===== config.mk =====
export PLATFORM = sky130hd
export DESIGN_NAME = aes_word_loader
export DESIGN_NICKNAME = d
export VERILOG_FILES = /design/src/rtl/aes_word_loader.sv
export SDC_FILE = /design/constraint.sdc
export NUM_CORES = 1
export LEC_CHECK = 0
export ABC_AREA = 1
export BUFFER_PORTS_ARGS = -buffer_cell sky130_fd_sc_hd__buf_2
export CORE_MARGIN = 2
export CORE_UTILIZATION = 46
export CTS_BUF_LIST = sky130_fd_sc_hd__clkbuf_8
export DETAILED_ROUTE_END_ITERATION = 12
export PLACE_DENSITY = 0.7
export SLEW_MARGIN = 10
export SYNTH_ARGS = -nofsm -noshare
export SYNTH_HDL_FRONTEND = slang
export SYNTH_SLANG_ARGS = --single-unit

===== constraint.sdc =====
create_clock -name CLK -period 14.7 [get_ports CLK]
set_clock_uncertainty 0.2 [all_clocks]
set_input_delay 0.735 -clock CLK [delete_from_list [all_inputs] [get_ports CLK]]
set_output_delay 0.735 -clock CLK [all_outputs]
set_load 0.03 [all_outputs]

===== src/rtl/aes_word_loader.sv =====
// Word-stream adapter around the AES-128 core: loads key/plaintext words, pulses start,
// waits for the result and drains the ciphertext. Optional macro: AES_KEY_REUSE_EN.
module aes_word_loader #(
  parameter int WAIT_MAX = 64,
  parameter int CNT_W    = 7
) (
  input  logic        CLK,
  input  logic        RST,
  input  logic        s_valid,
  output logic        s_ready,
  input  logic [31:0] s_data,
  input  logic        s_key_sel,
  output logic [31:0] key0_out,
  output logic [31:0] key1_out,
  output logic [31:0] key2_out,
  output logic [31:0] key3_out,
  output logic [31:0] plaintext0_out,
  output logic [31:0] plaintext1_out,
  output logic [31:0] plaintext2_out,
  output logic [31:0] plaintext3_out,
  output logic        start_out,
  input  logic        aes_valid_in,
  input  logic [31:0] ciphertext0_in,
  input  logic [31:0] ciphertext1_in,
  input  logic [31:0] ciphertext2_in,
  input  logic [31:0] ciphertext3_in,
  output logic        m_valid,
  input  logic        m_ready,
  output logic [31:0] m_data,
  output logic        m_last,
  output logic        busy_out,
  output logic        err_timeout
);

  typedef enum logic [1:0] {LOAD, START, WAIT, DRAIN} state_t;

  state_t           r_state, w_next;
  logic [2:0]       r_idx;
  logic [31:0]      r_key [4];
  logic [31:0]      r_pt  [4];
  logic [31:0]      r_ct  [4];
  logic [CNT_W-1:0] r_timer;
  logic             r_start;
  logic             r_err;

  logic       w_s_fire, w_m_fire, w_last_word, w_go, w_to_key, w_timer_max;
  logic [1:0] w_slot;

  assign w_s_fire    = s_valid && (r_state == LOAD);
  assign w_m_fire    = m_ready && (r_state == DRAIN);
  assign w_slot      = r_idx[1:0];
  assign w_timer_max = (r_timer == CNT_W'(WAIT_MAX - 1));

`ifdef AES_KEY_REUSE_EN
  logic r_key_sel, r_key_loaded, w_frame_key;

  // Frame type comes straight from the port on word 0, from the latched copy afterwards.
  assign w_frame_key = (r_idx == 3'd0) ? s_key_sel : r_key_sel;
  assign w_last_word = (r_idx == 3'd3);
  assign w_to_key    = w_frame_key;
  assign w_go        = w_s_fire && w_last_word && !w_frame_key;

  always_ff @(posedge CLK or posedge RST) begin
    if (RST) begin
      r_key_sel    <= 1'b0;
      r_key_loaded <= 1'b0;
    end else if (w_s_fire) begin
      if (r_idx == 3'd0) r_key_sel <= s_key_sel;
      if (w_last_word && w_frame_key) r_key_loaded <= 1'b1;
    end
  end

  assign key0_out = r_key_loaded ? r_key[0] : '0;
  assign key1_out = r_key_loaded ? r_key[1] : '0;
  assign key2_out = r_key_loaded ? r_key[2] : '0;
  assign key3_out = r_key_loaded ? r_key[3] : '0;
`else
  logic w_unused_key_sel;

  assign w_unused_key_sel = s_key_sel;
  assign w_last_word      = (r_idx == 3'd7);
  assign w_to_key         = !r_idx[2];
  assign w_go             = w_s_fire && w_last_word;

  assign key0_out = r_key[0];
  assign key1_out = r_key[1];
  assign key2_out = r_key[2];
  assign key3_out = r_key[3];
`endif

  always_comb begin
    // NOTE: default assigned first so every path drives w_next and no latch is inferred.
    w_next = r_state;
    case (r_state)
      LOAD:    if (w_go) w_next = START;
      START:   w_next = WAIT;
      WAIT:    if (aes_valid_in) w_next = DRAIN;
               else if (w_timer_max) w_next = LOAD;
      DRAIN:   if (w_m_fire && (r_idx == 3'd3)) w_next = LOAD;
      default: w_next = LOAD;
    endcase
  end

  always_ff @(posedge CLK or posedge RST) begin
    if (RST) begin
      r_state <= LOAD;
      r_idx   <= '0;
      r_timer <= '0;
      r_start <= 1'b0;
      r_err   <= 1'b0;
    end else begin
      // NOTE: non-blocking assignments so every register samples pre-edge values.
      r_state <= w_next;
      r_start <= w_go;
      if (w_s_fire)      r_idx <= w_last_word ? 3'd0 : r_idx + 3'd1;
      else if (w_m_fire) r_idx <= (r_idx == 3'd3) ? 3'd0 : r_idx + 3'd1;
      // Timer counts cycles since the start pulse, so it reads 1 on the first WAIT cycle.
      if (w_go) r_timer <= '0;
      else if (r_state == START || r_state == WAIT) r_timer <= r_timer + 1'b1;
      if (r_state == WAIT && !aes_valid_in && w_timer_max) r_err <= 1'b1;
    end
  end

  always_ff @(posedge CLK or posedge RST) begin
    if (RST) begin
      // NOTE: these arrays are reset because the core-facing outputs must read zero in reset.
      for (int i = 0; i < 4; i++) begin
        r_key[i] <= '0;
        r_pt[i]  <= '0;
        r_ct[i]  <= '0;
      end
    end else begin
      if (w_s_fire) begin
        if (w_to_key) r_key[w_slot] <= s_data;
        else          r_pt[w_slot]  <= s_data;
      end
      if (r_state == WAIT && aes_valid_in) begin
        r_ct[0] <= ciphertext0_in;
        r_ct[1] <= ciphertext1_in;
        r_ct[2] <= ciphertext2_in;
        r_ct[3] <= ciphertext3_in;
      end
    end
  end

  assign s_ready        = (r_state == LOAD);
  assign busy_out       = (r_state != LOAD);
  assign start_out      = r_start;
  assign m_valid        = (r_state == DRAIN);
  assign m_data         = r_ct[w_slot];
  assign m_last         = (r_state == DRAIN) && (r_idx == 3'd3);
  assign err_timeout    = r_err;
  assign plaintext0_out = r_pt[0];
  assign plaintext1_out = r_pt[1];
  assign plaintext2_out = r_pt[2];
  assign plaintext3_out = r_pt[3];

endmodule


==> flow_metrics.py <==
metrics = {
    "status": {
        "status": "complete, no violations",
    },
    "drt": {
        "routed_wl_um": 43360,
        "dr.pass1.iters": 8,
        "drc_errors": 0,
        "wire_per_inst_um": 18.20,
        "detail-route-antenna-nets": 0,
        "vias": 12170,
        "first_iter_violations": 742,
        "vias_per_cell": 5.107,
    },
    "power_and_ir_drop": {
        "p_int_mw": 2.804,
        "p_total_mw": 5.035,
        "p_leak_nw": 10.13,
        "clkPwrFrac_pct": 19.2,
        "switchingPower_mw": 2.231,
        "ir_drop_v": 0.0001422,
        "combPwrFrac_pct": 44.1,
        "pwr-share-seq_pct": 36.7,
        "p_per_area_mw_per_mm2": 259.0,
        "swShare_pct": 44.31,
    },
    "placed_design": {
        "port_buffers": 458,
        "dpl_cell_area_mm2": 0.01810,
        "dp_hpwl_um": 29330,
        "gp_congestion": 0.8205,
    },
    "grt": {
        "grt_usage_pct": 24.79,
        "grt_pass1_wl_um": 67830,
        "overflow": 0,
        "grt_max_degree": 136,
        "grt_pass1_vias": 11920,
        "antenna_found_initial": 12,
    },
    "timing": {
        "worst_pin_slew_ns": 1.176,
        "setup_viol": 0,
        "hold_viol": 0,
        "finalSetupTns_ns": 0,
        "rsz0062_at_grt": "false",
        "relSlewSlack_pct": 21.34,
        "fin_crit_ns": 3.885,
        "slew_viol_final": 0,
        "max_freq_ghz": 0.2574,
        "post-route-period-util_pct": 26.43,
    },
    "setup_path": {
        "required_ns": 13.77,
        "worstPathCellList": "buf_4 > inv_2 > buf_4 > nor2_1 > o22ai_1 > buf_2",
        "ff2ff_setup_slack_ns": 11.23,
        "slowest_delay_ns": 0.55,
        "slowest_stage": "buf_4",
        "cp-end-kind": "output port",
        "ff2ff_path_depth": 6,
        "path_max_fanout": 67,
        "path_class": "register to output port",
        "crit_top_cell": "buf_4",
        "timing.rr.start": "r_idx[0]",
        "crit_arrival_ns": 2.95,
        "reg2reg_to": "plaintext2_out[0]",
        "crit_path_start_kind": "register",
    },
    "die": {
        "fp.dieH_um": 187.6,
        "rows": 67,
        "ios": 460,
        "die_w_um": 187.6,
        "fp.coreArea_mm2": 0.03336,
        "die_area_mm2": 0.03518,
        "start_util_pct": 46.46,
    },
    "cts": {
        "cts_setup_buffers": 0,
        "clock_latency_ns": 0.59,
        "cts.sinks": 398,
        "h-tree-depth": 3,
        "hold_buffers": 0,
        "cts_made_buffers": 68,
        "post_cts_resized": 0,
        "clockBufferDepth": 3,
        "cts_tree": "built",
        "clk_pin_slew_ns": 0.06,
        "cts_root_buf": "clkbuf_8",
    },
    "yosys": {
        "syn-num-nets": 1599,
        "yosysTopAreaCellShare_pct": 64.25,
        "async_flop_share_pct": 100.0,
        "synth-edff-count": 0,
        "ys_ff_latch": 398,
        "synth-compound-area-share_pct": 12.12,
        "seq_area_frac_synth_pct": 64.25,
        "syn-mean-instance-area_um2": 10.91,
        "synth_area_mm2": 0.01550,
        "synth_flop_cell": "dfrtp_1",
        "synth.distinct_cells": 23,
        "muxShareOfSynthArea_pct": 9.299,
        "synth_fa_ha_area_share_pct": 0.9686,
        "synth-simple-area-share_pct": 9.573,
        "synthCells": 1421,
        "synth-xor-area-share_pct": 0.05650,
        "synth_warnings": 0,
        "synth_top_family_by_area": "compound AO/OA/AOI/OAI gates",
        "yosysMostFrequentCell": "dfrtp_1",
        "synthTopCellsByCount": "dfrtp_1, o21ai_0, nand2_1, mux2_2, nor2_1",
        "synth.area.top_cells": "dfrtp_1, o21ai_0, mux2_2",
        "yosysTopAreaCell": "dfrtp_1",
    },
    "final_layout": {
        "final_layout_size_suffix_gt1_share_pct": 36.95,
        "area_growth_pct": 25.41,
        "nets": 2059,
        "final_area_mm2": 0.01944,
    },
    "worst_hold_path": {
        "hp-class": "input pin to async pin",
    },
    "flow_run": {
        "max-cap-violations": 0,
    },
}
## through the flow
stage	setup WS [ns]	cells	hold slack, ns	utilization [%]
finish	10.81	2383	0.1125	58.27
global route	10.57	2380	0.1249	58.24
global placement	11.30	2259	0.2520	54.26
floorplan	2.697	1421	0.2739	-
detailed placement	11.23	2259	0.2606	54.26
CTS	10.70	2375	0.1126	58.21
## how the worst max path moves through the flow
stage / from / end / slack, ns
6_report: r_idx[0] / m_data[29] / 10.81
5_1_grt: r_idx[0] / m_data[29] / 10.57
4_1_cts: r_idx[0] / m_data[29] / 10.70
3_5_place_dp: r_idx[0] / plaintext2_out[7] / 11.23
3_3_place_gp: r_idx[0] / plaintext2_out[10] / 11.30
2_1_floorplan: RST / err_timeout / 2.70
## power groups by stage
stage | clock [mW] | combinational (mW) | sequential [mW]
floorplan | 0 | 0.950 | 2.43
global placement | 0 | 2.19 | 1.84
detailed placement | 0 | 2.23 | 1.86
CTS | 0.988 | 2.24 | 1.85
global route | 1.05 | 2.39 | 1.91
finish | 0.965 | 2.22 | 1.85
## state kept, by name, summed over array words and instances, names as in the netlist, 2 cells and up
| signal | cells |
|---|---|
| r_ct | 128 |
| key0_out | 32 |
| key1_out | 32 |
| key2_out | 32 |
| key3_out | 32 |
| plaintext0_out | 32 |
| plaintext1_out | 32 |
| plaintext2_out | 32 |
| plaintext3_out | 32 |
| r_timer | 7 |
| r_idx | 3 |
| r_state | 2 |
## cells in the final DEF, fill, tap and decap left out, drive strengths merged
master	instances
nand4	1
a31o	2
buf	473
inv	77
bufinv	1
clkbuf	83
xnor2	1
ha	12
o22ai	32
diode	8
nor3	1
clkinvlp	2
a21boi	1
dfrtp	398
mux2	128
nand2	291
and3	1
nand3	8
a31oi	1
nor2	79
clkinv	6
o21ai	325
a21oi	4
## final cells by class
| cell class | instances | area (µm²) |
|---|---|---|
| diodes | 8 | 20.02 |
| flip-flops and latches | 398 | 9961 |
| clock buffers | 83 | 1142 |
| multi-input cells | 887 | 4970 |
| inverters | 53 | 206.4 |
| clock inverters | 33 | 175.2 |
| well taps | 448 | 560.5 |
| repair buffers | 473 | 2405 |
| fillers | 2889 | 13920 |
## critical path, delay by kind of cell, from the launching register on
family | cells | cell delay [ns]
flip-flops | 1 | 0.34
AO/OA/AOI/OAI | 1 | 0.13
buffers and inverters | 4 | 1.57
AND/OR/NAND/NOR | 1 | 0.28
## per-layer routing
layer / track usage [%] / vias up / share of wire, %
met1: 30.81 / 5854 / 40
met5: 0 / - / 0.030
li1: - / 5704 / -
met2: 38.87 / 510 / 46
met4: 12.08 / 2 / 4.2
met3: 8.591 / 101 / 9.5
## kinds of logic (layout without fill, tap and decap cells)
kind of cell	count (synthesis)	in the layout
compound gates	365	365
flops	398	398
other cells	0	8
fa+ha+maj	12	12
xor+xnor	1	1
simple gates	381	381
buf+inv	136	642
mux	128	128
No activity file was read; power rests on OpenSTA's default activity.
